## src/rtl/gemm_pkg.sv

```systemverilog
// Shared definitions for the GEMM tile-loop controller.
//   gemm_ctrl_state_e : controller FSM states
//   ceil_div          : integer ceiling division used for tile counts
package gemm_pkg;

    typedef enum logic [2:0] {
        ST_IDLE  = 3'd0,
        ST_SETUP = 3'd1,
        ST_RUN   = 3'd2,
        ST_DRAIN = 3'd3,
        ST_WB    = 3'd4,
        ST_DONE  = 3'd5
    } gemm_ctrl_state_e;

    // Returns ceil(num/den); a zero divisor yields zero rather than X.
    function automatic logic [31:0] ceil_div(input logic [31:0] num, input logic [31:0] den);
        logic [31:0] res;
        res = 32'd0;
        if (den != 32'd0) begin
            res = (num + den - 32'd1) / den;
        end
        return res;
    endfunction

endpackage

```

## src/rtl/gemm_tile_counter.sv

```systemverilog
// Generic nested three-level wrap counter (inner / mid / outer).
//   clk_i, rst_i      : clock, synchronous active-high reset
//   clr_i             : clear all three levels to 0
//   inner_en_i        : advance the inner level (wraps to 0 after its limit-1)
//   step_en_i         : advance the mid level; a mid wrap advances the outer level
//   *_lim_i           : per-level counts (must be >= 1 while counting)
//   inner/mid/outer_o : current counter values
//   *_last_o          : level currently holds limit-1
module gemm_tile_counter #(
    parameter int Width = 9
) (
    input  logic             clk_i,
    input  logic             rst_i,
    input  logic             clr_i,
    input  logic             inner_en_i,
    input  logic             step_en_i,
    input  logic [Width-1:0] inner_lim_i,
    input  logic [Width-1:0] mid_lim_i,
    input  logic [Width-1:0] outer_lim_i,
    output logic [Width-1:0] inner_o,
    output logic [Width-1:0] mid_o,
    output logic [Width-1:0] outer_o,
    output logic             inner_last_o,
    output logic             mid_last_o,
    output logic             outer_last_o
);

    logic [Width-1:0] inner_q, inner_d;
    logic [Width-1:0] mid_q,   mid_d;
    logic [Width-1:0] outer_q, outer_d;

    assign inner_last_o = (inner_q == inner_lim_i - Width'(1));
    assign mid_last_o   = (mid_q   == mid_lim_i   - Width'(1));
    assign outer_last_o = (outer_q == outer_lim_i - Width'(1));

    assign inner_o = inner_q;
    assign mid_o   = mid_q;
    assign outer_o = outer_q;

    // The inner level and the mid/outer pair have independent enables so the
    // caller can keep mid/outer stable while the inner level wraps.
    always_comb begin
        inner_d = inner_q;
        mid_d   = mid_q;
        outer_d = outer_q;
        if (clr_i) begin
            inner_d = '0;
            mid_d   = '0;
            outer_d = '0;
        end else begin
            if (inner_en_i) begin
                inner_d = inner_last_o ? '0 : inner_q + Width'(1);
            end
            if (step_en_i) begin
                if (mid_last_o) begin
                    mid_d   = '0;
                    outer_d = outer_last_o ? '0 : outer_q + Width'(1);
                end else begin
                    mid_d = mid_q + Width'(1);
                end
            end
        end
    end

    always_ff @(posedge clk_i) begin
        if (rst_i) begin
            inner_q <= '0;
            mid_q   <= '0;
            outer_q <= '0;
        end else begin
            inner_q <= inner_d;
            mid_q   <= mid_d;
            outer_q <= outer_d;
        end
    end

endmodule

```

## src/rtl/gemm_tile_ctrl.sv

```systemverilog
// Output-stationary tile-loop controller for the GEMM accelerator.
// Walks mt (outer), nt, kt (inner) over ragged runtime sizes and drives:
//   sram_a/b_addr_o : A/B tile-word addresses while in RUN
//   sram_c_addr_o, sram_c_we_o : C tile write-back in WB
//   mac_valid_o, acc_clear_o, k_mask_o : registered one cycle after issue
//   row_mask_o, col_mask_o : valid lanes on MAC beats and write-back, else 0
//   busy_o, done_o, err_o  : status (err_o pulses with done_o on a zero size)
// Inputs: clk_i, rst_i (sync, active-high), start_i, M/K/N_size_i, stall_i.
module gemm_tile_ctrl #(
    parameter int M             = 4,
    parameter int K             = 4,
    parameter int N             = 4,
    parameter int SizeAddrWidth = 8,
    parameter int AddrWidth     = 10
) (
    input  logic                     clk_i,
    input  logic                     rst_i,
    input  logic                     start_i,
    input  logic [SizeAddrWidth-1:0] M_size_i,
    input  logic [SizeAddrWidth-1:0] K_size_i,
    input  logic [SizeAddrWidth-1:0] N_size_i,
    input  logic                     stall_i,
    output logic [AddrWidth-1:0]     sram_a_addr_o,
    output logic [AddrWidth-1:0]     sram_b_addr_o,
    output logic [AddrWidth-1:0]     sram_c_addr_o,
    output logic                     sram_c_we_o,
    output logic                     mac_valid_o,
    output logic                     acc_clear_o,
    output logic [M-1:0]             row_mask_o,
    output logic [N-1:0]             col_mask_o,
    output logic [K-1:0]             k_mask_o,
    output logic                     busy_o,
    output logic                     done_o,
    output logic                     err_o
);
    import gemm_pkg::*;

    localparam int CW = SizeAddrWidth + 1;

    gemm_ctrl_state_e         state_q;
    logic                     err_q;
    logic                     mac_valid_q;
    logic                     acc_clear_q;
    logic [K-1:0]             k_mask_q;
    logic [SizeAddrWidth-1:0] m_size_q, k_size_q, n_size_q;
    logic [CW-1:0]            mt_lim_q, kt_lim_q, nt_lim_q;

    logic [CW-1:0]            mt, nt, kt;
    logic                     mt_last, nt_last, kt_last;
    logic                     issue;
    logic                     size_zero;
    logic                     mask_en;
    logic [M-1:0]             row_mask;
    logic [N-1:0]             col_mask;
    logic [K-1:0]             k_mask_d;
    logic [CW-1:0]            a_lin, b_lin, c_lin;

    assign issue     = (state_q == ST_RUN) && !stall_i;
    assign size_zero = (m_size_q == '0) || (k_size_q == '0) || (n_size_q == '0);

    gemm_tile_counter #(
        .Width(CW)
    ) u_cnt (
        .clk_i       (clk_i),
        .rst_i       (rst_i),
        .clr_i       (state_q == ST_SETUP),
        .inner_en_i  (issue),
        .step_en_i   (state_q == ST_WB),
        .inner_lim_i (kt_lim_q),
        .mid_lim_i   (nt_lim_q),
        .outer_lim_i (mt_lim_q),
        .inner_o     (kt),
        .mid_o       (nt),
        .outer_o     (mt),
        .inner_last_o(kt_last),
        .mid_last_o  (nt_last),
        .outer_last_o(mt_last)
    );

    // Lane is inside the matrix when tile*dim + lane < size.
    function automatic logic lane_ok(input logic [CW-1:0] tile, input int dim, input int lane,
                                     input logic [SizeAddrWidth-1:0] size);
        return (int'(tile) * dim + lane) < int'(size);
    endfunction

    always_comb begin
        row_mask = '0;
        col_mask = '0;
        k_mask_d = '0;
        for (int i = 0; i < M; i++) row_mask[i] = lane_ok(mt, M, i, m_size_q);
        for (int j = 0; j < N; j++) col_mask[j] = lane_ok(nt, N, j, n_size_q);
        for (int l = 0; l < K; l++) k_mask_d[l] = lane_ok(kt, K, l, k_size_q);
    end

    // Tile-major addresses at CW bits; the port keeps the low AddrWidth bits.
    assign a_lin = mt * kt_lim_q + kt;
    assign b_lin = kt * nt_lim_q + nt;
    assign c_lin = mt * nt_lim_q + nt;

    // Sizes and tile counts are plain data: no reset needed.
    always_ff @(posedge clk_i) begin
        if (state_q == ST_IDLE && start_i) begin
            m_size_q <= M_size_i;
            k_size_q <= K_size_i;
            n_size_q <= N_size_i;
        end
        if (state_q == ST_SETUP) begin
            mt_lim_q <= CW'(ceil_div(32'(m_size_q), 32'(M)));
            kt_lim_q <= CW'(ceil_div(32'(k_size_q), 32'(K)));
            nt_lim_q <= CW'(ceil_div(32'(n_size_q), 32'(N)));
        end
    end

    always_ff @(posedge clk_i) begin
        if (rst_i) begin
            state_q     <= ST_IDLE;
            err_q       <= 1'b0;
            mac_valid_q <= 1'b0;
            acc_clear_q <= 1'b0;
            k_mask_q    <= '0;
        end else begin
            // SRAM read latency is one cycle, so MAC strobes trail the issue.
            mac_valid_q <= issue;
            acc_clear_q <= issue && (kt == '0);
            k_mask_q    <= issue ? k_mask_d : '0;
            case (state_q)
                ST_IDLE: begin
                    if (start_i) state_q <= ST_SETUP;
                end
                ST_SETUP: begin
                    if (size_zero) begin
                        state_q <= ST_DONE;
                        err_q   <= 1'b1;
                    end else begin
                        state_q <= ST_RUN;
                    end
                end
                ST_RUN: begin
                    if (issue && kt_last) state_q <= ST_DRAIN;
                end
                ST_DRAIN: state_q <= ST_WB;
                ST_WB: begin
                    state_q <= (nt_last && mt_last) ? ST_DONE : ST_RUN;
                end
                ST_DONE: begin
                    state_q <= ST_IDLE;
                    err_q   <= 1'b0;
                end
                default: state_q <= ST_IDLE;
            endcase
        end
    end

    assign mask_en       = mac_valid_q || (state_q == ST_WB);
    assign row_mask_o    = mask_en ? row_mask : '0;
    assign col_mask_o    = mask_en ? col_mask : '0;
    assign k_mask_o      = k_mask_q;
    assign mac_valid_o   = mac_valid_q;
    assign acc_clear_o   = acc_clear_q;
    assign sram_a_addr_o = (state_q == ST_RUN) ? AddrWidth'(a_lin) : '0;
    assign sram_b_addr_o = (state_q == ST_RUN) ? AddrWidth'(b_lin) : '0;
    assign sram_c_addr_o = (state_q == ST_WB)  ? AddrWidth'(c_lin) : '0;
    assign sram_c_we_o   = (state_q == ST_WB);
    assign busy_o        = (state_q != ST_IDLE);
    assign done_o        = (state_q == ST_DONE);
    assign err_o         = err_q;

endmodule

```

## config.mk

```make
export PLATFORM = sky130hd
export DESIGN_NAME = gemm_tile_ctrl
export DESIGN_NICKNAME = d
export VERILOG_FILES = /design/src/rtl/gemm_pkg.sv /design/src/rtl/gemm_tile_counter.sv /design/src/rtl/gemm_tile_ctrl.sv
export SDC_FILE = /design/constraint.sdc
export NUM_CORES = 1
export LEC_CHECK = 0
export CAP_MARGIN = 20
export CORE_ASPECT_RATIO = 0.5
export CORE_MARGIN = 2
export CORE_UTILIZATION = 50
export CTS_CLUSTER_SIZE = 30
export DETAILED_ROUTE_END_ITERATION = 16
export PLACE_DENSITY = 0.74
export REMOVE_ABC_BUFFERS = 1
export SLEW_MARGIN = 20
export SYNTH_ARGS = -nofsm -noshare
export SYNTH_HDL_FRONTEND = slang
export SYNTH_HIERARCHICAL = 1
export SYNTH_SLANG_ARGS = --single-unit
```

## constraint.sdc

```tcl
create_clock -name clk_i -period 7.4 [get_ports clk_i]
set_input_delay 1.48 -clock clk_i [delete_from_list [all_inputs] [get_ports clk_i]]
set_output_delay 1.48 -clock clk_i [all_outputs]
set_load 0.02 [all_outputs]
```

==> impl_metrics.csv, run 1 <==
group,metric,value,unit
status,status,"completed",
die,die_area,19200,um2
grt,antenna_found_initial,0,
routing,avgViaCountPerCell,5.59,
timing,fin_crit_sh,0.969,
layout,final_cell_mix,"inv_1 (140), nand2_1 (124), ha_1 (96), clkdlybuf4s50_1 (71), xnor2_1 (69)",
layout,layout-drive-gt1-share,0.0490,
synth,yosysWarningCount,6,
routing,wl_met1,10900,um
cts,clock_path_buffers,2,
worst_setup_path,reg2reg_depth,10,
layout,final_util,0.590,
die,core-area,17500,um2
timing,hold_viol_final,0,
run,drv_cap,0,
synth,synth_top_area_cell,"edfxtp_1",
power_and_ir_drop,power_switching_share,0.303,
timing,max_slew.worst_pin.slew,1.01,ns
worst_setup_path,reg2reg_setup_slack,3.53,ns
layout,final_area,10300,um2
worst_setup_path,worst-path-max-fanout,14,
cts,postCtsSetupBuffers,0,
timing,fmaxAchievable,140,MHz
worst_setup_path,crit_end,"sram_c_addr_o[8]",
routing,num_vias,7582,
synth,ys.flop_type,"edfxtp_1",
worst_setup_path,end_kind,"output port",
worst_setup_path,cp.arrival,5.69,ns
timing,finalSetupViolations,0,
routing,routedWlPerCell,16.7,um
worst_setup_path,r2r-start,"nt_lim_q[0]$_DFFE_PP_",
synth,synth-edff-count,45,
cts,cts_sinks,82,
place,dp_hpwl,17700,um
timing,slew_viol_final,0,
synth,synthTopCellsByArea,"edfxtp_1 (15%), fa_1 (15%), ha_1 (13%), dfxtp_1 (8.2%), xnor2_1 (6.7%)",
place,numPortBuffers,72,
timing,worst_slack,0.232,ns
synth,syn_inst,1035,
synth,ys_ff_latch,82,
grt,track_usage,0.244,
grt,grt_pass1_vias,7375,
power_and_ir_drop,p_seq_frac,0.466,
min_path,hold_start,"m_size_q[7]$_DFFE_PP_",
routing,wl_met3,1500,um
worst_setup_path,critPathKind,"flip-flop to output port",
synth,ys_seq_area_frac,0.232,
synth,syn_area_per_cell,8.71,um2
die,start_util,0.514,
worst_setup_path,r2r_end,"u_cnt/outer_o[8]$_SDFFE_PP0P_",
power_and_ir_drop,p_per_area,118,nW/um2
worst_setup_path,required,5.92,ns
layout,regArea,2100,um2
timing,min_period,7.17,ns
worst_setup_path,cp-startpoint,"nt_lim_q[2]$_DFFE_PP_",
layout,syn2layout_area_growth,14.7,%
worst_setup_path,critPathLaunchType,"flip-flop",
routing,top_layer_used,"met4",
routing,wl_met2,9950,um
place,gp_congestion,0.955,
routing,wl,22600,um
power_and_ir_drop,p_sw,368,uW
layout,diodes,0,
layout,final_cells,1356,
timing,whs,0.575,ns
power_and_ir_drop,power,1.21,mW
min_path,min-delay-path-class,"flip-flop to flip-flop",
power_and_ir_drop,power_leakage,4.44,nW
synth,yosysUniqueCellTypes,59,
cts,cts-resized-gates,0,
die,dieHeight,98.9,um
routing,drc,0,
routing,drtPass1Iterations,7,
die,io_pins,76,
grt,grt_pass1_wl,37300,um
power_and_ir_drop,internal_power,847,uW
place,place_inst,1340,
cts,htree_num_levels,3,
timing,rsz0062_at_grt,"no",
cts,holdBufCountCts,0,
synth,synth_top_area_frac,0.150,
timing,relSlewSlack,0.319,
layout,multi_input_area,6280,um2
place,place_ws,0.487,ns
cts,cts_buffers,9,
grt,grt_max_degree,26,
cts,cts_tree,"done",
power_and_ir_drop,ir_drop,0.101,mV
cts,clk_pin_slew,0.07,ns
grt,grt-ovfl-total,0,
layout,nFillCells,1598,
die,row_count,34,
synth,async_flop_share,0,
power_and_ir_drop,combPwrFrac,0.174,
synth,synth_area,9010,um2
cts,clkLatencyLatePin,0.35,ns
routing,antenna_left,0,
die,fp.dieW,194,um
cts,cts_root_buf,"clkbuf_16",
layout,final_nets,1307,
timing,fin_worst_skew,0.0126,ns
layout,final_common_cell,"inv_1",
place,dpl-instance-area,10000,um2
timing,fin_tns_setup,0,ns
routing,drt_iter0_drc,501,
power_and_ir_drop,p_clk_frac,0.359,
## cells by family after synthesis
family	synth area share
XOR/XNOR	0.104
multiplexers	0.00236
AO/OA/AOI/OAI	0.0886
other	0.000416
adder cells (fa/ha/maj)	0.280
flip-flops	0.232
AND/OR/NAND/NOR	0.215
buffers and inverters	0.0776
## state kept, by name, indices dropped and copies added, names as in the netlist
register	cells
u_cnt/outer_o	9
state_q	3
mt_lim_q	7
acc_clear_o	1
u_cnt/inner_o	9
k_mask_o	4
nt_lim_q	7
u_cnt/mid_o	9
err_o	1
m_size_q	8
k_size_q	8
n_size_q	8
mac_valid_o	1
kt_lim_q	7
## per-layer routing
| layer | GRT usage | vias to the layer above |
|---|---|---|
| met5 | 0 | - |
| met3 | 0.0424 | 27 |
| li1 | - | 3598 |
| met4 | 0.0548 | 0 |
| met1 | 0.351 | 3669 |
| met2 | 0.386 | 288 |
## critical path, stage by stage (launching register included)
cell and delay, ns:
edfxtp_1 0.48, buf_4 0.25, nand2_1 0.10, fa_1 0.52
fa_1 0.56, fa_1 0.45, fa_1 0.53, fa_1 0.43
xnor2_1 0.15, xnor2_1 0.19, xnor2_1 0.14, xnor3_1 0.41
or3_1 0.35, a21oi_1 0.15, clkdlybuf4s50_1 0.63
## power by group through the flow
stage	clock (mW)	sequential, mW	combinational (mW)
floorplan	0	0.570	0.125
global placement	0	0.573	0.202
detailed placement	0	0.575	0.208
CTS	0.440	0.565	0.210
global route	0.459	0.572	0.231
finish	0.437	0.567	0.212
## Yosys cell counts (2+ instances only)
cell and number:
nor2_1 62, or2_2 3, o21a_1 8, nor3_1 40
xnor3_1 3, a31oi_1 2, buf_2 3, o41ai_2 2
o21ai_1 4, nand2_2 3, nand3_1 15, a21oi_1 39
xor2_1 30, nor2b_1 15, fa_1 66, nor4_1 12
edfxtp_1 45, or4_1 4, and2_1 42, o211ai_1 9
or3_1 9, nand2b_1 7, ha_1 96, dfxtp_1 37
nand2_1 124, or3b_2 2, a221oi_1 2, xnor2_1 69
clkbuf_1 16, buf_4 5, nor3b_1 5, a211oi_1 8
and3_1 15, buf_6 5, o21ai_0 34, o22ai_1 2
nor4b_1 3, inv_1 140, a21boi_0 2, nand4_1 16
a21o_1 7, or3b_1 2, o2111ai_1 2, nand3b_1 5
## final cells by class
type	count	share of cell area
clock buffers	11	0.0235
clock inverters	5	0.00363
inverters	140	0.0508
multi-input cells	794	0.608
flip-flops and latches	82	0.203
well taps	234	0.0283
repair buffers	90	0.0831
## how the worst min path moves through the flow
| stage | to | slack (ns) | cells after the start |
|---|---|---|---|
| after floorplan | u_cnt/mid_o[2]$_SDFFE_PP0P_ | 0.54 | 2 |
| after detailed placement | mt_lim_q[5]$_DFFE_PP_ | 0.57 | 1 |
| after global placement | mt_lim_q[5]$_DFFE_PP_ | 0.57 | 1 |
| after CTS | mt_lim_q[5]$_DFFE_PP_ | 0.59 | 1 |
| after global routing | mt_lim_q[5]$_DFFE_PP_ | 0.60 | 1 |
| final | mt_lim_q[5]$_DFFE_PP_ | 0.58 | 1 |
(Power assumes the default switching activity.)
==> run 2, diff against run 1 <==
==> constraint.sdc (replaced) <==
create_clock -name clk_i -period 7.26 [get_ports clk_i]
set_input_delay 1.452 -clock clk_i [delete_from_list [all_inputs] [get_ports clk_i]]
set_output_delay 1.452 -clock clk_i [all_outputs]
set_load 0.02 [all_outputs]
==> impl_metrics.csv, run 2 (synthesis results as in run 1) <==
group,metric,value,unit
place,numPortBuffers,72,
layout,final_cell_mix,"inv_1 (140), nand2_1 (124), ha_1 (96), clkdlybuf4s50_1 (72), xnor2_1 (69)",
routing,drtPass1Iterations,5,
cts,clock_path_buffers,2,
worst_setup_path,end_kind,"output port",
routing,wl_met1,10500,um
timing,min_period,7.09,ns
timing,fin_worst_skew,0.0160,ns
die,dieHeight,98.9,um
routing,routedWlPerCell,16.3,um
layout,layout-drive-gt1-share,0.0610,
grt,grt_pass1_wl,36400,um
place,gp_congestion,0.896,
routing,avgViaCountPerCell,5.53,
timing,hold_viol_final,0,
place,dpl-instance-area,10100,um2
status,status,"completed",
timing,slew_viol_final,0,
timing,finalSetupViolations,0,
layout,final_nets,1317,
place,dp_hpwl,17800,um
worst_setup_path,crit_top_cell,"fa_1",
power_and_ir_drop,p_per_area,119,nW/um2
routing,drt_iter0_drc,600,
cts,clkLatencyLatePin,0.34,ns
grt,grt-ovfl-total,0,
cts,cts_tree,"done",
layout,final_util,0.594,
routing,top_layer_used,"met4",
worst_setup_path,cp.arrival,5.63,ns
routing,drc,0,
timing,max_slew.worst_pin.slew,0.966,ns
die,row_count,34,
routing,num_vias,7560,
layout,nFillCells,1531,
grt,antenna_found_initial,0,
layout,final_common_cell,"inv_1",
min_path,min-delay-path-class,"flip-flop to flip-flop",
die,start_util,0.514,
routing,wl_met2,9840,um
layout,diodes,0,
worst_setup_path,critPathKind,"flip-flop to output port",
run,drv_cap,0,
worst_setup_path,critPathLaunchType,"flip-flop",
cts,clk_pin_slew,0.07,ns
power_and_ir_drop,ir_drop,0.100,mV
die,core-area,17500,um2
routing,antenna_left,0,
timing,fmaxAchievable,141,MHz
grt,grt_pass1_vias,7387,
timing,fin_crit_sh,0.976,
cts,cts_buffers,9,
layout,syn2layout_area_growth,15.6,%
worst_setup_path,required,5.81,ns
worst_setup_path,slowest_stage,"clkdlybuf4s50_1",
cts,cts_sinks,82,
worst_setup_path,path_cells,"nand2_1 -> fa_1 -> fa_1 -> fa_1 -> fa_1 -> fa_1 -> xnor2_1 -> xnor2_1 -> xnor2_1 -> xnor3_1 -> or3_1 -> a21oi_1 -> clkdlybuf4s50_1",
timing,relSlewSlack,0.351,
grt,grt_max_degree,26,
routing,wl,22300,um
power_and_ir_drop,power_leakage,4.48,nW
grt,track_usage,0.236,
die,die_area,19200,um2
layout,final_area,10400,um2
die,fp.dieW,194,um
cts,cts_root_buf,"clkbuf_16",
worst_setup_path,slowest_delay,0.64,ns
cts,htree_num_levels,3,
routing,wl_met3,1740,um
worst_setup_path,worst-path-max-fanout,12,
die,io_pins,76,
## run 2: cell count changes in the layout (fill, tap and decap cells not counted), sizes merged
cell	delta
dlymetal6s2s	-1
clkbuf	-1
clkdlybuf4s50	+1
buf	+10
inv	+1
## run 2: what timing repair did
action / CTS / global route
gates resized for setup: 0 / 6
buffers inserted: 0 / 9
endpoints found under the setup margin: 0 / 3
hold buffers: 0 / 0
hold endpoints to repair: 0 / 0
## run 2: area by class of cell
cell class              instances  area [um2]  share of cell area
multi-input cells             794        6280               0.603
flip-flops and latches         82        2100               0.202
repair buffers                100         931              0.0894
inverters                     140         526              0.0504
well taps                     234         293              0.0281
clock buffers                  10         239              0.0229
clock inverters                 6        47.5             0.00456
## run 2: worst max-delay path, delay by kind of cell (launching register included)
kind	cells	cell delay, ns
DFF	1	0.60
buffers and inverters	1	0.64
AOI/OAI and AO/OA	1	0.19
and+or+nand+nor	2	0.50
adders and majority gates	5	2.44
xor gates and xnor gates	4	0.91
## run 2: worst paths after layout
path                          from                       endpoint  slack [ns]  cells past startpoint
max          nt_lim_q[5]$_DFFE_PP_               sram_b_addr_o[8]        0.17                     13
min          m_size_q[0]$_DFFE_PP_          mt_lim_q[0]$_DFFE_PP_        0.58                      2
max reg2reg  nt_lim_q[0]$_DFFE_PP_  u_cnt/outer_o[8]$_SDFFE_PP0P_        3.51                      9
min reg2reg  m_size_q[0]$_DFFE_PP_          mt_lim_q[0]$_DFFE_PP_        0.58                      2
## run 2: through the flow
stage | setup WS, ns | setup TNS, ns | power (mW) | hold slack (ns) | std cells
4_1_cts | 0.0709 | 0 | 1.24 | 0.588 | 1357
3_5_place_dp | 0.454 | 0 | 0.796 | 0.577 | 1341
6_report | 0.175 | 0 | 1.24 | 0.583 | 1366
2_1_floorplan | 1.11 | 0 | 0.708 | 0.539 | 1016
5_1_grt | -0.000561 | -0.000561 | 1.29 | 0.615 | 1366
3_3_place_gp | 0.573 | 0 | 0.788 | 0.569 | 1341
## run 2: per-layer routing
layer	up-vias	global-route usage
met1	3635	0.341
met3	24	0.0424
met2	286	0.372
met5	-	0
li1	3615	-
met4	0	0.0501
## run 2: power breakdown
group / switching [mW] / leakage, nW / total [mW] / internal (mW)
clock network: 0.197 / 0.145 / 0.443 / 0.245
registers: 0.0465 / 0.727 / 0.578 / 0.532
logic: 0.126 / 3.60 / 0.219 / 0.0931
total: 0.370 / 4.48 / 1.24 / 0.870
